`config.mk`:
```
export PLATFORM = sky130hd
export DESIGN_NAME = int4_vec_packer_flat
export DESIGN_NICKNAME = d
export VERILOG_FILES = /design/src/rtl/int4_vec_packer_if.sv /design/src/rtl/int4_vec_packer.sv /design/src/flat_wrapper.sv
export SDC_FILE = /design/constraint.sdc
export NUM_CORES = 1
export LEC_CHECK = 0
export ABC_CLOCK_PERIOD_IN_PS = 3810
export CORE_MARGIN = 2
export CORE_UTILIZATION = 40
export CTS_CLUSTER_DIAMETER = 150
export DETAILED_ROUTE_END_ITERATION = 10
export SYNTH_ARGS = -nofsm -noshare
export SYNTH_HDL_FRONTEND = slang
export SYNTH_SLANG_ARGS = --single-unit
```
`constraint.sdc`:
```
create_clock -name clk -period 3.81 [get_ports clk]
set_input_delay 0.5715 -clock clk [delete_from_list [all_inputs] [get_ports clk]]
set_output_delay 0.5715 -clock clk [all_outputs]
set_load 0.005 [all_outputs]
```
`src/rtl/int4_vec_packer_if.sv`:
```
// Operand-side bus of the INT4 vector packer: 32-bit beat input, 264-bit vector output.
interface int4_vec_packer_if #(
  parameter int ELEM_BITS  = 4,
  parameter int NUM_ELEM   = 64,
  parameter int BEAT_ELEMS = 8,
  parameter int SCALE_BITS = 8
);
  localparam int BEAT_BITS = ELEM_BITS * BEAT_ELEMS;
  localparam int VEC_BITS  = SCALE_BITS + NUM_ELEM * ELEM_BITS;

  logic                  in_valid;
  logic                  in_ready;
  logic [BEAT_BITS-1:0]  in_data;
  logic [SCALE_BITS-1:0] in_scale;
  logic                  in_last;
  logic                  out_valid;
  logic                  out_ready;
  logic [VEC_BITS-1:0]   out_vec;
  logic                  int4_en;
  logic [15:0]           vec_count;

  modport master (
    output in_valid, in_data, in_scale, in_last, out_ready,
    input  in_ready, out_valid, out_vec, int4_en, vec_count
  );

  modport slave (
    input  in_valid, in_data, in_scale, in_last, out_ready,
    output in_ready, out_valid, out_vec, int4_en, vec_count
  );
endinterface

```
`src/rtl/int4_vec_packer.sv`:
```
// Packs a stream of 8-element int4 beats plus a scale code into one MAC operand vector,
// with an assembly register and an output register so beats can stream at full rate.
module int4_vec_packer #(
  parameter int ELEM_BITS  = 4,
  parameter int NUM_ELEM   = 64,
  parameter int BEAT_ELEMS = 8,
  parameter int SCALE_BITS = 8
) (
  input logic              clk,
  input logic              rst_n,
  int4_vec_packer_if.slave bus
);
  localparam int BEAT_BITS = ELEM_BITS * BEAT_ELEMS;
  localparam int VEC_BITS  = SCALE_BITS + NUM_ELEM * ELEM_BITS;
  localparam int NUM_BEATS = NUM_ELEM / BEAT_ELEMS;
  localparam int CNT_W     = (NUM_BEATS > 1) ? $clog2(NUM_BEATS) : 1;

  logic [CNT_W-1:0]    beat_cnt;
  logic                asm_full;
  logic [VEC_BITS-1:0] asm_q;
  logic [VEC_BITS-1:0] asm_next;
  logic [VEC_BITS-1:0] out_vec_q;
  logic                out_valid_q;
  logic [15:0]         vec_count_q;
  logic                in_hs;
  logic                out_hs;
  logic                vec_done;
  logic                out_free;

  assign in_hs    = bus.in_valid && !asm_full;
  assign out_hs   = out_valid_q && bus.out_ready;
  assign out_free = !out_valid_q || bus.out_ready;
  assign vec_done = in_hs && (bus.in_last || (beat_cnt == CNT_W'(NUM_BEATS - 1)));

  // The first beat clears all element bits so a short vector is zero-filled.
  always_comb begin
    asm_next = asm_q;
    if (beat_cnt == '0) begin
      asm_next = '0;
      asm_next[SCALE_BITS-1:0] = bus.in_scale;
    end
    asm_next[SCALE_BITS + int'(beat_cnt) * BEAT_BITS +: BEAT_BITS] = bus.in_data;
  end

  always_ff @(posedge clk or negedge rst_n) begin
    if (!rst_n) begin
      beat_cnt    <= '0;
      asm_full    <= 1'b0;
      asm_q       <= '0;
      out_vec_q   <= '0;
      out_valid_q <= 1'b0;
      vec_count_q <= '0;
    end else begin
      if (in_hs) begin
        asm_q    <= asm_next;
        beat_cnt <= vec_done ? '0 : beat_cnt + CNT_W'(1);
      end

      // A completing vector bypasses the assembly register whenever the output slot frees up.
      if (vec_done && out_free) begin
        out_vec_q   <= asm_next;
        out_valid_q <= 1'b1;
      end else if (vec_done) begin
        asm_full <= 1'b1;
      end else if (asm_full && out_hs) begin
        out_vec_q <= asm_q;
        asm_full  <= 1'b0;
      end else if (out_hs) begin
        out_valid_q <= 1'b0;
      end

      if (out_hs) begin
        vec_count_q <= vec_count_q + 16'd1;
      end
    end
  end

  assign bus.in_ready  = !asm_full;
  assign bus.out_valid = out_valid_q;
  assign bus.int4_en   = out_valid_q;
  assign bus.out_vec   = out_vec_q;
  assign bus.vec_count = vec_count_q;
endmodule

```
`src/flat_wrapper.sv`:
```
// flat-port wrapper written by rule: the top's interface ports become plain ports
module int4_vec_packer_flat 
#(
  parameter int ELEM_BITS  = 4,
  parameter int NUM_ELEM   = 64,
  parameter int BEAT_ELEMS = 8,
  parameter int SCALE_BITS = 8
)
  (clk, rst_n, bus_in_valid, bus_in_data, bus_in_scale, bus_in_last, bus_out_ready, bus_in_ready, bus_out_valid, bus_out_vec, bus_int4_en, bus_vec_count);
  int4_vec_packer_if #(.ELEM_BITS(ELEM_BITS), .NUM_ELEM(NUM_ELEM), .BEAT_ELEMS(BEAT_ELEMS), .SCALE_BITS(SCALE_BITS)) bus_i ();
  input logic clk;
  input logic rst_n;
  input wire logic [$bits(bus_i.in_valid)-1:0] bus_in_valid;
  input wire logic [$bits(bus_i.in_data)-1:0] bus_in_data;
  input wire logic [$bits(bus_i.in_scale)-1:0] bus_in_scale;
  input wire logic [$bits(bus_i.in_last)-1:0] bus_in_last;
  input wire logic [$bits(bus_i.out_ready)-1:0] bus_out_ready;
  output wire logic [$bits(bus_i.in_ready)-1:0] bus_in_ready;
  output wire logic [$bits(bus_i.out_valid)-1:0] bus_out_valid;
  output wire logic [$bits(bus_i.out_vec)-1:0] bus_out_vec;
  output wire logic [$bits(bus_i.int4_en)-1:0] bus_int4_en;
  output wire logic [$bits(bus_i.vec_count)-1:0] bus_vec_count;
  assign bus_i.in_valid = bus_in_valid;
  assign bus_i.in_data = bus_in_data;
  assign bus_i.in_scale = bus_in_scale;
  assign bus_i.in_last = bus_in_last;
  assign bus_i.out_ready = bus_out_ready;
  assign bus_in_ready = bus_i.in_ready;
  assign bus_out_valid = bus_i.out_valid;
  assign bus_out_vec = bus_i.out_vec;
  assign bus_int4_en = bus_i.int4_en;
  assign bus_vec_count = bus_i.vec_count;
  int4_vec_packer #(.ELEM_BITS(ELEM_BITS), .NUM_ELEM(NUM_ELEM), .BEAT_ELEMS(BEAT_ELEMS), .SCALE_BITS(SCALE_BITS)) u_core (.clk(clk), .rst_n(rst_n), .bus(bus_i));
endmodule
```
==> key figures, run 1 <==
Global routing
  • Gr busiest metal: met2
  • GR Util met3: 5.772%
  • Number of global-route vias before repair: 17.31k
  • Antenna violations before repair: 6
  • Largest net degree at the start of global routing: 115
  • Global-route wire length before repair: ~120000 um
  • Overflow left after global routing: 0
  • Met1 Use GR: 37.33%
  • Tot GR Track Use: 25.48%
  • M2 GR Usage: 38.12%

Route
  • DR pass1 iterations: 6
  • Routed WL: 76240 um
  • Via-per-instance ratio: about 6
  • Vias post-DR: 17.50k
  • Remaining antenna violation count: 0
  • Routed len/inst: 26.25 um
  • Drt drc: 0
  • Initial DRC Count: 1731

Hold path
  • Worst hold stages: 1
  • Hold Path Class: flop to flop

Die
  • Die Area: just under 60000 um2
  • Die span in x: 243.1 um
  • Number of I/O pins: 328
  • Initial Util: 40.47%
  • # rows: 87
  • Core Region: 56500 um2
  • Chip height: 243.1 um

Place
  • RD Place Congestion: 0.7921
  • Post-DP Area: 26800 um2
  • Post-DP HPWL: 46480 um
  • # port buffers: 327

Logic synthesis
  • Post-synth top area cell: dfrtp_1
  • Top cells by count, synth: dfrtp_1, a221o_1, a22o_1
  • Cell with the most instances after synthesis: dfrtp_1
  • Synth Flop Type: dfrtp_1
  • Ys Warns: 0
  • Synthesized area: approximately 23000 um2
  • Async SR Flop Fraction: 100.0%
  • Synth unique cells: just under 50
  • Net Count, Synth: 1918
  • Part of the Yosys area used for sequential elements: about three fifths
  • Syn Area/Cell: between 10 and 15 um2
  • Post-synth EDFFs: 0
  • Post-synth top area share: 60.09%
  • Register bit total from synthesis: 549
  • Top cells by area, synth: dfrtp_1, a221o_1, a22o_1
  • Gate Count Post-Synth: 1866

Critical path
  • CP arrival: 3.56 ns
  • CP required: approximately 4.4 ns
  • Setup CP Type: flop to flop
  • FF-to-FF Start: u_core.beat_cnt[0]
  • Worst Setup EP: u_core.bus.out_vec[136]
  • Worst setup path startpoint: u_core.beat_cnt[0]
  • R2r worst-path depth: 7
  • Crit end category: flop
  • Reg2reg end: u_core.bus.out_vec[136]
  • Reg2Reg Setup Slack: 0.78 ns
  • Crit-path max FO: 52
  • Startpoint class of the critical path: flop

Status
  • Outcome: finished clean

STA
  • Unrepaired setup endpoints after global routing: false
  • Final setup vio count: 0
  • F_max: 0.3302 GHz
  • Final hold viol count: 0
  • Relative slew margins: 16.03%
  • Clk_skew: 0.01825 ns
  • Crit path time final: 3.028 ns
  • Final worst path period share: roughly four fifths
  • Max-slew violations: 0
  • Worst slew pin tran: 1.256 ns
  • Final setup TNS: 0 ns

Clock tree
  • Clock Tree Buf Depth: 3
  • Clock Latency Late Sink: 0.61 ns
  • CTS tree: done
  • CTS Root Cell: clkbuf_16
  • Htree depth: 2
  • TritonCTS Buffers: 58
  • Post_cts resized: 0
  • Worst-path clk slew: 0.06 ns
  • Clock Sinks: 549
  • Post-CTS Setup Inserts: 0

Power
  • Static Leak: 0.01275 uW
  • Power Density: 633.5 nW/um2
  • Max VDD drop: 0.4157 mV

Layout
  • Nets@finish: around 2.2k
  • Share of layout cells above drive strength 1: 8.993%
  • Fin area: 28750 um2
  • Area Overhead vs Synth: 25.73%

Run
  • Max cap viols: 0
## worst max-delay path, cell delays in order, from the launching register on
cell,delay (ns)
dfrtp_1,0.49
ha_1,0.28
ha_1,0.31
nor2_4,0.40
o21ai_1,0.16
nand2_4,0.56
buf_4,0.52
a221o_1,0.23
## power breakdown
part           switching (uW)  leakage (uW)  internal, uW
logic                    2880       0.00429          2160
clock network            2340      0.000953          3350
registers                 716       0.00750          6770
total                    5930        0.0127         12300
## state kept, by name, indices dropped and copies added, names as in the netlist
signal and flops:
u_core.asm_full 1, u_core.asm_q 264, u_core.beat_cnt 3, u_core.bus.int4_en 1
u_core.bus.out_vec 264, u_core.bus.vec_count 16
## logic make-up (layout without fill, tap and decap cells)
group                    count (synthesis)  count (layout)  share of synthesized area [%]
other                                    0               3                              0
AO/OA/AOI/OAI                          601             601                          22.90
AND/OR/NAND/NOR                        475             475                          11.54
adder cells (fa/ha/maj)                  7               7                         0.3831
flip-flops                             549             549                          60.09
XOR/XNOR                                15              15                         0.5746
buffers and inverters                  210             490                          4.072
multiplexers                             9               9                         0.4433
## worst min-delay path by stage
stage	from	endpoint	slack [ns]
6_report	u_core.bus.vec_count[15]	u_core.bus.vec_count[15]	0.48
3_3_place_gp	u_core.bus.vec_count[15]	u_core.bus.vec_count[15]	0.47
5_1_grt	u_core.asm_q[55]	u_core.asm_q[55]	0.50
4_1_cts	u_core.bus.vec_count[15]	u_core.bus.vec_count[15]	0.49
2_1_floorplan	rst_n	u_core.asm_full	0.28
3_5_place_dp	u_core.asm_q[48]	u_core.asm_q[48]	0.47
## layout make-up
type / count / area [um2]
Clock buffer: 96 / 1848
Multi-Input combinational cell: 1107 / 8330
Tap cell: 756 / 945.9
Fill cell: 4886 / 27750
Timing Repair Buffer: 378 / 3776
Inverter: 6 / 22.52
Clock inverter: 10 / 77.57
Sequential cell: 549 / 13740
Antenna cell: 3 / 7.507
## through the flow
step | hold slack [ns] | worst slack, ns | utilization, % | std cells | total power [uW]
floorplan | 0.2759 | 1.614 | - | 1866 | 10020
CTS | 0.4865 | 0.7694 | 50.87 | 2902 | 18340
finish | 0.4845 | 0.7817 | 50.88 | 2905 | 18210
global placement | 0.4650 | 0.8462 | 47.44 | 2795 | 12510
detailed placement | 0.4741 | 0.7595 | 47.44 | 2795 | 12580
global route | 0.5039 | 0.6063 | 50.87 | 2903 | 19010
## per-layer routing
metal	wire, um	share of wire [%]	vias to the layer above
met1	33480	44	9103
met4	1822	2.4	2
li1	-	-	7521
met5	13	0.017	-
met3	6163	8.1	112
met2	34770	46	761
## placed cells by master, fill, tap and decap left out, drive strengths merged, types with 15 or more instances in the layout
| cell type | Yosys | final |
|---|---|---|
| or2 | 30 | 30 |
| and3 | 56 | 56 |
| and2 | 110 | 110 |
| a22oi | 64 | 64 |
| nor2 | 15 | 15 |
| a221o | 238 | 238 |
| nor3 | 40 | 40 |
| clkdlybuf4s50 | 0 | 326 |
| clkbuf | 106 | 96 |
| dfrtp | 549 | 549 |
| a21oi | 26 | 26 |
| a22o | 192 | 192 |
| nor2b | 66 | 66 |
| o31ai | 40 | 40 |
| nand2 | 129 | 129 |
| buf | 98 | 51 |
| o21ai | 34 | 34 |
## repair_timing
action / CTS / global route
hold buffers: 1 / 0
endpoints found under the setup margin: 0 / 0
hold endpoints to repair: 65 / 0
Note: power is estimated with default switching activity, not from simulation.
==> inputs of run 2 (changes only) <==
--- a/config.mk
+++ b/config.mk
@@ -5,7 +5,7 @@
 export SDC_FILE = /design/constraint.sdc
 export NUM_CORES = 1
 export LEC_CHECK = 0
-export ABC_CLOCK_PERIOD_IN_PS = 3810
+export ABC_CLOCK_PERIOD_IN_PS = 2600
 export CORE_MARGIN = 2
 export CORE_UTILIZATION = 40
 export CTS_CLUSTER_DIAMETER = 150
==> constraint.sdc (replaced) <==
create_clock -name clk -period 2.6 [get_ports clk]
set_input_delay 0.39 -clock clk [delete_from_list [all_inputs] [get_ports clk]]
set_output_delay 0.39 -clock clk [all_outputs]
set_load 0.005 [all_outputs]
==> run 2 against run 1 <==
- global-route usage is 0.066 points higher
- critical path depth fell by 1
- worst hold slack worse by 0.20 ns
- die area is the same
- cell area increased by 1.8%
- clock-buffer cell count shrank 5
- total power grew 47%
- register-to-register slack worse by 0.54 ns
- maximum frequency up 29%
- critical path type unchanged
- critical endpoint is now u_core.asm_q[248]
==> key figures, run 2 (same netlist as run 1, synthesis figures left out) <==
Route
  • Routed WL: 76760 um (was 76240 um)
  • Via-per-instance ratio: 5.982 (was 6.024)
  • Initial DRC Count: 1679 (was 1731)
  • Remaining antenna violation count: 0 (unchanged)
  • DR pass1 iterations: 5 (was 6)
  • Routed len/inst: 26.03 um (was 26.25 um)
  • Vias post-DR: 17.64k (was 17.50k)
  • Drt drc: 0 (unchanged)

Clock tree
  • Clock Latency Late Sink: 0.63 ns (was 0.61 ns)
  • Post-CTS Setup Inserts: 0 (unchanged)
  • Htree depth: 2 (unchanged)
  • CTS Root Cell: clkbuf_16 (unchanged)
  • TritonCTS Buffers: 58 (unchanged)
  • Worst-path clk slew: 0.06 ns (about the same)
  • CTS tree: done (unchanged)
  • Clock Tree Buf Depth: 3 (unchanged)
  • Clock Sinks: 549 (unchanged)

Layout
  • Number of diodes: 0 (was 3)
  • Filler cells: 4808 (was 4886)
  • Seq. cell area: 13740 um2 (unchanged)
  • Nets@finish: 2203 (was 2152)
  • Post-layout util: 51.81% (was 50.88%)
  • Share of layout cells above drive strength 1: 10.72% (was 8.993%)
  • Leading cell type in the layout, fill and taps excluded: dfrtp_1 (unchanged)
  • Area of the multi-input gates: 8330 um2 (unchanged)
  • Most frequent cells in the layout: dfrtp_1, clkdlybuf4s50_1, a221o_1, a22o_1, nand2_1 (unchanged)
  • Area Overhead vs Synth: 28.03% (was 25.73%)

Place
  • # port buffers: 327 (unchanged)
  • RD Place Congestion: 0.7818 (was 0.7921)
  • Post-DP HPWL: 47810 um (was 46480 um)

Global routing
  • Antenna violations before repair: 1 (was 6)
  • Largest net degree at the start of global routing: 129 (was 115)
  • Gr busiest metal: met2 (unchanged)
  • Global-route wire length before repair: 115700 um (was 115400 um)
  • Overflow left after global routing: 0 (unchanged)
  • GR Util met3: 4.909% (was 5.772%)
  • Number of global-route vias before repair: 17.38k (was 17.31k)
  • M2 GR Usage: 38.52% (was 38.12%)
  • Tot GR Track Use: 25.55% (was 25.48%)
  • Met1 Use GR: 37.83% (was 37.33%)

STA
  • F_max: 0.4247 GHz (was 0.3302 GHz)
  • Worst slew pin tran: 1.194 ns (was 1.256 ns)
  • Final worst path period share: 90.55% (was 79.48%)
  • Crit path time final: 2.354 ns (was 3.028 ns)
  • Final hold viol count: 0 (unchanged)
  • Final setup vio count: 0 (unchanged)
  • Max-slew violations: 0 (unchanged)
  • Unrepaired setup endpoints after global routing: false (unchanged)
  • Relative slew margins: 20.10% (was 16.03%)
  • Clk_skew: 0.03635 ns (was 0.01825 ns)

Critical path
  • Worst setup path startpoint: u_core.beat_cnt[0] (unchanged)
  • FF-to-FF Start: u_core.beat_cnt[0] (unchanged)
  • Startpoint class of the critical path: flop (unchanged)
  • Crit path max-delay cell type: nor2_4 (was nand2_4)
  • Cell Chain, Critical Path: ha_1, ha_1, buf_4, nand4_1, nor2_4, a22o_1 (was ha_1, ha_1, nor2_4, o21ai_1, nand2_4, buf_4, a221o_1)
  • Setup CP Type: flop to flop (unchanged)
  • CP arrival: 2.88 ns (was 3.56 ns)
  • Crit path top cell by count: ha_1 (unchanged)
  • Cell family with most CP delay: simple AND/OR/NAND/NOR gates (unchanged)
  • Crit end category: flop (unchanged)
  • CP required: 3.13 ns (was 4.35 ns)
  • Crit-path max FO: 32 (was 52)
  • Critical path's largest stage delay: 0.89 ns (was 0.56 ns)
  • Bufs and invs on worst path: 1 (unchanged)

Status
  • Outcome: finished clean (unchanged)

Die
  • Core Region: 56500 um2 (unchanged)
  • Number of I/O pins: 328 (unchanged)
  • # rows: 87 (unchanged)
  • Chip height: 243.1 um (unchanged)
  • Die span in x: 243.1 um (unchanged)
  • Die Area: 59090 um2 (unchanged)
  • Initial Util: 40.47% (unchanged)

Power
  • Static Leak: 0.01301 uW (was 0.01275 uW)
  • Max VDD drop: 0.5349 mV (was 0.4157 mV)
  • Power consumption: 26810 uW (was 18210 uW)
  • Power Density: 916.1 nW/um2 (was 633.5 nW/um2)

Run
  • Max cap viols: 0 (unchanged)

Hold path
  • Hold Path Class: primary input to asynchronous set/reset pin (was flop to flop)
==> run 2: what timing repair did <==
item,in CTS,in global routing
hold endpoints to repair,35,0
gates resized for setup,0,0
hold buffers,1,0
==> run 2: area by class of cell <==
cell class	count	area share, %
clock buffers	91	5.792
clock inverters	11	0.3548
inverters	6	0.07694
multi-input cells	1107	28.46
flip-flops and latches	549	46.94
well taps	756	3.232
repair buffers	429	15.15
==> run 2: path summary, 6_finish.rpt <==
kind | end | slack, ns | cells after the start
setup / recovery | u_core.asm_q[248] | 0.25 | 6
setup reg to reg | u_core.asm_q[248] | 0.25 | 6
hold reg to reg | u_core.bus.out_vec[0] | 0.49 | 1
hold / removal | u_core.bus.out_vec[220] | 0.28 | 2
max in group asynchronous | u_core.asm_q[111] | 1.33 | 3
min in group clk | u_core.asm_q[3] | 0.43 | 2
==> run 2: worst reg2reg max path, delay by kind of cell, from the launching register on <==
family,cells,cell delay (ns)
AND/OR/NAND/NOR,2,1.12
adder cells (fa/ha/maj),2,0.36
flip-flops,1,0.35
AO/OA/AOI/OAI,1,0.29
buffers and inverters,1,0.17
==> run 2: where the power goes <==
group | internal [uW] | leakage [uW] | switching [uW]
clock network | 4540 | 0.000876 | 3480
logic | 3500 | 0.00463 | 4340
registers | 9920 | 0.00750 | 1030
==> run 2: through the flow <==
stage	setup WS (ns)	hold slack (ns)	std cells	instance area [um2]	setup TNS, ns
after floorplan	0.4037	0.09441	1866	22860	0
after global placement	-0.03910	0.3495	2846	27460	-1.061
after detailed placement	-0.09430	0.3552	2846	27460	-2.452
after CTS	0.2535	0.2899	2949	29270	0
after global routing	0.1853	0.3057	2949	29270	0
final	0.2456	0.2839	2949	29270	0
==> run 2: routing by layer <==
layer | wire length (um) | vias up | share of wire (%)
met1 | 34800 | 9256 | 45
li1 | - | 7615 | -
met4 | 1821 | 2 | 2.4
met2 | 35250 | 668 | 46
met5 | 10 | - | 0.013
met3 | 4874 | 101 | 6.4
